## src/rtl/m68k_bus_responder.sv

```systemverilog
// m68k_bus_responder: turns 68000 asynchronous bus cycles into a registered req/ack peripheral port.
// Optional bus-error timeout: define M68K_BUS_RESPONDER_BERR_TIMEOUT_EN.
module m68k_bus_responder #(
   parameter int unsigned ADDR_WIDTH  = 11,
   parameter int unsigned WAIT_STATES = 0,
   parameter int unsigned TIMEOUT     = 255
) (
   input  logic                  clk,
   input  logic                  reset,
   input  logic                  cs,
   input  logic                  as_n,
   input  logic                  uds_n,
   input  logic                  lds_n,
   input  logic                  rw,
   input  logic [ADDR_WIDTH-1:0] addr,
   input  logic [15:0]           cpu_dout,
   output logic                  dtack_n,
   output logic                  berr_n,
   output logic [15:0]           cpu_din,
   output logic                  req,
   output logic                  we,
   output logic [1:0]            mask,
   output logic [ADDR_WIDTH-1:0] paddr,
   output logic [15:0]           pdata_out,
   input  logic                  ack,
   input  logic [15:0]           pdata_in
);

   typedef enum logic [2:0] {IDLE, REQ, DELAY, DONE, ERR} state_t;

   // Wait-state counter runs 0..WAIT_STATES-1; sized to at least one bit so WAIT_STATES=0 still elaborates.
   localparam int unsigned   WCW       = (WAIT_STATES > 1) ? $clog2(WAIT_STATES) : 1;
   localparam logic [WCW-1:0] WAIT_LAST = WCW'((WAIT_STATES > 0) ? WAIT_STATES - 1 : 0);

   state_t                  state_q, state_d;
   logic                    req_d, we_d, dtack_n_d;
   logic [1:0]              mask_d;
   logic [ADDR_WIDTH-1:0]   paddr_d;
   logic [15:0]             pdata_out_d, cpu_din_d;
   logic [WCW-1:0]          wait_cnt_q, wait_cnt_d;
   logic                    aborted_q, aborted_d;
   logic                    start;
   logic                    cpu_gone;

`ifdef M68K_BUS_RESPONDER_BERR_TIMEOUT_EN
   localparam int unsigned   TCW     = (TIMEOUT > 1) ? $clog2(TIMEOUT) : 1;
   localparam logic [TCW-1:0] TO_LAST = TCW'((TIMEOUT > 0) ? TIMEOUT - 1 : 0);

   logic [TCW-1:0] to_cnt_q, to_cnt_d;
   logic           berr_n_q, berr_n_d;

   assign berr_n = berr_n_q;
`else
   assign berr_n = 1'b1;
`endif

   // A cycle starts only once a data strobe is present; AS alone precedes the strobes on writes.
   assign start    = cs & ~as_n & (~uds_n | ~lds_n);
   // CPU has abandoned the cycle if AS is seen high now or was seen high earlier in this transaction.
   assign cpu_gone = aborted_q | as_n;

   always_comb begin
      // NOTE: every variable gets a default before the case so no path leaves it unassigned (no latches).
      state_d     = state_q;
      req_d       = req;
      we_d        = we;
      mask_d      = mask;
      paddr_d     = paddr;
      pdata_out_d = pdata_out;
      cpu_din_d   = cpu_din;
      dtack_n_d   = dtack_n;
      wait_cnt_d  = wait_cnt_q;
      aborted_d   = aborted_q;
`ifdef M68K_BUS_RESPONDER_BERR_TIMEOUT_EN
      to_cnt_d    = to_cnt_q;
      berr_n_d    = berr_n_q;
`endif

      unique case (state_q)
         IDLE: begin
            if (start) begin
               paddr_d     = addr;
               we_d        = ~rw;
               mask_d      = {~uds_n, ~lds_n};
               pdata_out_d = cpu_dout;
               req_d       = 1'b1;
               aborted_d   = 1'b0;
               wait_cnt_d  = '0;
`ifdef M68K_BUS_RESPONDER_BERR_TIMEOUT_EN
               to_cnt_d    = '0;
`endif
               state_d     = REQ;
            end
         end

         REQ: begin
            if (as_n) aborted_d = 1'b1;
            // ack is checked first so it wins over a timeout expiring on the same edge.
            if (ack) begin
               req_d      = 1'b0;
               wait_cnt_d = '0;
               if (!we) cpu_din_d = pdata_in;
               if (WAIT_STATES > 0) begin
                  state_d = DELAY;
               end else if (cpu_gone) begin
                  state_d = IDLE;
               end else begin
                  state_d   = DONE;
                  dtack_n_d = 1'b0;
               end
            end
`ifdef M68K_BUS_RESPONDER_BERR_TIMEOUT_EN
            else if (to_cnt_q == TO_LAST) begin
               req_d    = 1'b0;
               berr_n_d = 1'b0;
               state_d  = ERR;
            end else begin
               to_cnt_d = to_cnt_q + TCW'(1);
            end
`endif
         end

         DELAY: begin
            if (as_n) aborted_d = 1'b1;
            if (wait_cnt_q == WAIT_LAST) begin
               if (cpu_gone) begin
                  state_d = IDLE;
               end else begin
                  state_d   = DONE;
                  dtack_n_d = 1'b0;
               end
            end else begin
               wait_cnt_d = wait_cnt_q + WCW'(1);
            end
         end

         DONE: begin
            if (as_n) begin
               dtack_n_d = 1'b1;
               state_d   = IDLE;
            end
         end

         ERR: begin
`ifdef M68K_BUS_RESPONDER_BERR_TIMEOUT_EN
            if (as_n) begin
               berr_n_d = 1'b1;
               state_d  = IDLE;
            end
`else
            state_d = IDLE;
`endif
         end

         default: state_d = IDLE;
      endcase
   end

   always_ff @(posedge clk) begin
      // NOTE: sequential state uses non-blocking assignments so every register samples pre-edge values.
      if (reset) begin
         state_q    <= IDLE;
         req        <= 1'b0;
         we         <= 1'b0;
         mask       <= 2'b00;
         paddr      <= '0;
         pdata_out  <= '0;
         cpu_din    <= '0;
         dtack_n    <= 1'b1;
         wait_cnt_q <= '0;
         aborted_q  <= 1'b0;
`ifdef M68K_BUS_RESPONDER_BERR_TIMEOUT_EN
         to_cnt_q   <= '0;
         berr_n_q   <= 1'b1;
`endif
      end else begin
         state_q    <= state_d;
         req        <= req_d;
         we         <= we_d;
         mask       <= mask_d;
         paddr      <= paddr_d;
         pdata_out  <= pdata_out_d;
         cpu_din    <= cpu_din_d;
         dtack_n    <= dtack_n_d;
         wait_cnt_q <= wait_cnt_d;
         aborted_q  <= aborted_d;
`ifdef M68K_BUS_RESPONDER_BERR_TIMEOUT_EN
         to_cnt_q   <= to_cnt_d;
         berr_n_q   <= berr_n_d;
`endif
      end
   end

endmodule

```

## config.mk

```make
export PLATFORM = sky130hd
export DESIGN_NAME = m68k_bus_responder
export DESIGN_NICKNAME = d
export VERILOG_FILES = /design/src/rtl/m68k_bus_responder.sv
export SDC_FILE = /design/constraint.sdc
export NUM_CORES = 1
export LEC_CHECK = 0
export BUFFER_PORTS_ARGS = -buffer_cell sky130_fd_sc_hd__buf_2
export CORE_UTILIZATION = 39
export CTS_BUF_LIST = sky130_fd_sc_hd__clkbuf_4 sky130_fd_sc_hd__clkbuf_8
export CTS_CLUSTER_SIZE = 14
export DETAILED_ROUTE_END_ITERATION = 8
export GPL_ROUTABILITY_DRIVEN = 0
export HOLD_SLACK_MARGIN = 0.15
export PLACE_DENSITY = 0.78
export SLEW_MARGIN = 20
export SYNTH_ARGS = -nofsm -noshare
export SYNTH_HDL_FRONTEND = slang
export SYNTH_SLANG_ARGS = --single-unit
```

## constraint.sdc

```tcl
create_clock -name clk -period 1.9 [get_ports clk]
set_input_delay 0.285 -clock clk [delete_from_list [all_inputs] [get_ports clk]]
set_output_delay 0.285 -clock clk [all_outputs]
set_load 0.05 [all_outputs]
```

==> flow_summary.yaml, run 1 <==
global_route:
  grt_pass1_vias: 1617
  grt_start_max_net_pins: 49
  antenna_found_initial: 0
  grt_pass1_wl_um: 7070
  grt-ovfl-total: 0
  track_usage_pct: 17.3
route:
  wl_per_cell_um: 11.4
  drt_iter0_drc: 85
  wl_met2_um: 2200
  routed_wl_um: 4400
  route.detailed.drc: 2
  ant_nets: 0
  route.met3.wl_um: 254
  dr.max_layer_used: "met4"
  vias: 1852
  viasPerCell: 4.79
  wl_met1_um: 1930
  dr.pass1.iters: 7
yosys:
  synth.avg_cell_area_um2: 7.99
  synth_top_area_share_pct: 53.7
  ys_ff_latch: 51
  synth_top_family_by_area: "simple AND/OR/NAND/NOR gates"
  yosysSeqAreaShare_pct: 53.7
  synth_cells: 238
  synth-simple-area-share_pct: 22.2
  synth_compound_area_share_pct: 16.4
  synthTopCellsByArea: "dfxtp_1 54%, nand2_1 18%, a21oi_1 12%"
  netlist_area_um2: 1900
  synthMuxAreaShare_pct: 0
  yosysWarnings: 0
  synthAdderAreaFrac_pct: 2.63
  ys_types: 25
  yosysTopAreaCell: "dfxtp_1"
  synth-xor-area-share_pct: 0
  synthesis.nets: 293
setup_path:
  cp-end-kind: "register"
  criticalPathCategory: "register to register"
  cp.required_ps: 2100
  start_kind: "register"
  arrival_ps: 1940
  worstPathMaxFanout: 4
timing:
  setup-violations-final: 0
  fmax_mhz: 577
  period_needed_ps: 1730
  drv_slew: 0
  rsz0062_at_grt: "no"
  hold_ws_ps: 182
  hold_violations: 0
  final.setup.tns_ps: 0
  period_share_pct: 91.2
  clock_skew_ps: 4.83
clock_tree:
  clockRootBuffer: "clkbuf_8"
  cts_buffers: 5
  postCtsSetupBuffers: 0
  clkSinkCount: 51
  clkTransAtPathRegs_ps: 90
  clk_latency_ps: 290
  clockBufferDepth: 2
  cts_max_level: 2
  cts_tree: "yes"
floorplanning:
  core_um2: 4690
  row_count: 25
  die_w_um: 71.8
  io-pin-count: 100
  initial_utilization_pct: 40.5
  die_area_um2: 5160
  die_h_um: 71.8
placed_design:
  dp.cells: 379
  numPortBuffers: 98
  hpwlAfterDp_um: 3090
layout:
  syn_to_final_growth_pct: 32.9
  layout-drive-gt1-share_pct: 34.8
  final_common_cell: "buf_2"
  num_antenna_cells: 0
  mostFrequentLayoutCells: "98 x buf_2, 90 x nand2_1, 51 x dfxtp_1"
  fin_nets: 387
  stdcell_count: 387
  n_fill_cell: 483
pwr:
  p_leak_nw: 1.17
  ir_drop_v: 0.000527
  power.density_nw_per_um2: 1150
  finalPower_mw: 2.90
flow_run:
  max_cap_violations: 0
run_status:
  status: "finished, violations left"
  violations: "DRC"
min_path:
  hp-class: "input pin to register"
## cells in the mapped netlist
cell type  count
o31ai_1        3
inv_2          1
a211oi_1       3
clkbuf_1       7
a31oi_1        1
a221o_1        1
or2_2          1
conb_1         1
nor3b_1        1
or4b_2         1
buf_2          8
nor2b_1        1
or3_1          1
nor2_1         7
nand2_1       90
ha_1           4
nand4_1        1
o2bb2ai_2      1
dfxtp_1       51
a21oi_1       44
inv_1          4
and4_1         1
or4_1          1
o21ai_0        3
buf_4          1
## through the flow
stage	setup slack (ps)	util, %	instance area (um2)
detailed placement	113	51.7	2420
global route	62.2	53.9	2530
floorplan	266	-	1900
global placement	220	51.7	2420
CTS	101	53.8	2520
finish	167	53.9	2530
## critical path, cell delays in order (launching register included)
cell and delay, ps:
dfxtp_1 390, inv_1 70, ha_1 310, nor3b_2 190, or4b_2 600, o31ai_1 90
## registers in the layout, summed over array words and instances (netlist names)
| signal | count |
|---|---|
| dtack_n | 1 |
| state_q | 2 |
| we | 1 |
| aborted_q | 1 |
| cpu_din | 16 |
| mask | 2 |
| pdata_out | 16 |
| paddr | 11 |
| req | 1 |
## repair_timing
item                       CTS  global route
hold buffers                 0             0
gates resized for setup      0             1
setup endpoints to repair    0             1
## worst paths after layout
kind | slack (ps) | from | endpoint | depth (start not counted)
setup / recovery | 170 | state_q[0] | state_q[1] | 5
hold / removal | 180 | lds_n | mask[0] | 2
setup reg to reg | 170 | state_q[0] | state_q[1] | 5
hold reg to reg | 450 | cpu_din[2] | cpu_din[2] | 2
## cell type report
cell class,instances,area (um2),share of cell area (%)
Clock buffer,7,90.1,3.56
Clock inverter,1,8.76,0.347
Inverter,5,18.8,0.743
Multi-Input combinational cell,166,793,31.4
Sequential cell,51,1020,40.4
Tap cell,54,67.6,2.67
Timing Repair Buffer,103,528,20.9
## report_power, final
group	switching, mW	leakage, nW	internal (mW)	total [mW]
logic	0.719	0.705	0.275	0.994
registers	0.0664	0.415	1.19	1.26
clock network	0.334	0.0519	0.313	0.647
## routing by layer
layer | track usage [%] | vias up
met5 | 0 | -
met4 | 5.45 | 0
met3 | 4.22 | 2
met2 | 29.9 | 71
met1 | 21.1 | 823
li1 | - | 956
## cells by family after synthesis
kind of cell,count (synthesis)
adders and majority gates,4
DFF,51
buffers and inverters,21
and+or+nand+nor,105
other,1
AOI/OAI and AO/OA,56
No activity file was read; power rests on OpenSTA's default activity.
==> run 2: changes to the inputs <==
CORE_UTILIZATION = 46   (was 39)
PLACE_DENSITY = 0.88   (was 0.78)
clock period = 1.73 ns   (was 1.9 ns; I/O delays follow)
==> flow_summary.yaml, run 2 (same netlist as run 1, synthesis figures left out) <==
min_path:
  hp-class: "input pin to register"
  min_path_cells: 3
  min_from: "cpu_dout[0]"
  whs_endpoint: "pdata_out[0]"
timing:
  period_needed_ps: 1720
  setup-violations-final: 0
  fmax_mhz: 582
  hold_violations: 0
  clock_skew_ps: 7.59
  drv_slew: 0
  period_share_pct: 99.3
floorplanning:
  initial_utilization_pct: 47.9
  die_h_um: 66.3
  die_area_um2: 4400
  row_count: 23
  die_w_um: 66.3
  io-pin-count: 100
  core_um2: 3970
layout:
  n_fill_cell: 351
  fin_nets: 393
  fin_util_pct: 65.6
  top_regs: "cpu_din x16, pdata_out x16, paddr x11"
  layout-drive-gt1-share_pct: 36.1
  final_common_cell: "buf_2"
  num_antenna_cells: 0
  mostFrequentLayoutCells: "98 x buf_2, 90 x nand2_1, 50 x dfxtp_1"
  syn_to_final_growth_pct: 37.0
setup_path:
  worstReg2RegStart: "state_q[1]"
  worstPathMaxFanout: 3
  criticalPathCategory: "register to register"
  r2r_cells: 5
  cp-end-kind: "register"
  regToRegSetupSlack_ps: 10
  cp.required_ps: 1930
  regToRegEndpoint: "state_q[1]"
  arrival_ps: 1920
  crit_path_start: "state_q[1]"
  start_kind: "register"
clock_tree:
  clkSinkCount: 51
  clockRootBuffer: "clkbuf_8"
  clk_latency_ps: 300
  clockBufferDepth: 2
  cts_max_level: 2
  cts_buffers: 5
  cts_tree: "yes"
  clkTransAtPathRegs_ps: 90
route:
  dr.pass1.iters: 4
  viasPerCell: 4.93
  ant_nets: 0
  routed_wl_um: 4560
  drt_iter0_drc: 115
  route.detailed.drc: 0
  vias: 1912
  wl_per_cell_um: 11.8
global_route:
  grt-ovfl-total: 0
  antenna_found_initial: 0
  grt_start_max_net_pins: 28
  grt_pass1_vias: 1664
  grt_pass1_wl_um: 6760
  track_usage_pct: 20.0
pwr:
  finalPower_mw: 3.25
  power.density_nw_per_um2: 1250
  ir_drop_v: 0.000751
  p_leak_nw: 1.20
flow_run:
  max_cap_violations: 0
run_status:
  status: "finished clean"
placed_design:
  hpwlAfterDp_um: 3200
  numPortBuffers: 98
run 2: what timing repair did:
| action | 4_1_cts | 5_1_grt |
|---|---|---|
| setup endpoints to repair | 1 | 2 |
| hold buffers | 3 | 0 |
| buffers inserted | 0 | 1 |
| endpoints found under the hold margin | 3 | 0 |
| resized for setup | 2 | 5 |
run 2: per-stage QoR:
stage                     hold WS (ps)  std cells  cell area [um2]  setup WS [ps]  TNS (ps)
after detailed placement           445        377             2450          -48.9     -48.9
after CTS                          176        387             2560           32.0         0
final                              188        388             2610           11.6         0
after floorplan                    355        238             1900           96.1         0
after global routing               174        388             2610          -35.3     -35.3
after global placement             438        377             2450           76.7         0
run 2: power by group:
part | internal [mW] | switching (mW)
sequential | 1.31 | 0.0681
clock | 0.277 | 0.367
combinational | 0.383 | 0.842
total | 1.97 | 1.28
run 2: worst max-delay path, cell delays in order (launching register included):
cell and delay [ps]:
dfxtp_2 350, inv_1 90, ha_4 290, nor3b_4 190
or4b_2 600, o31ai_1 90
run 2: worst max path at each step:
| stage | cells after the start | slack [ps] | end |
|---|---|---|---|
| 6_report | 5 | 10 | state_q[1] |
| 5_1_grt | 5 | -40 | state_q[1] |
| 4_1_cts | 5 | 30 | state_q[1] |
| 3_5_place_dp | 5 | -50 | state_q[1] |
| 3_3_place_gp | 5 | 80 | state_q[1] |
| 2_1_floorplan | 5 | 100 | state_q[1] |
run 2: layout make-up:
| class | count | area, um2 | share of cell area [%] |
|---|---|---|---|
| Clock buffer | 5 | 68.8 | 2.64 |
| Tap cell | 50 | 62.6 | 2.40 |
| Timing Repair Buffer | 109 | 593 | 22.8 |
| Multi-Input combinational cell | 166 | 827 | 31.7 |
| Clock inverter | 2 | 13.8 | 0.528 |
| Sequential cell | 51 | 1020 | 39.2 |
| Inverter | 5 | 18.8 | 0.720 |
run 2: metal layers:
| layer | wire (um) | track usage [%] | up-vias |
|---|---|---|---|
| li1 | - | - | 973 |
| met1 | 1850 | 20.7 | 867 |
| met2 | 2390 | 36.5 | 64 |
| met3 | 260 | 5.34 | 8 |
| met4 | 55 | 10.1 | 0 |
| met5 | 0 | 0 | - |
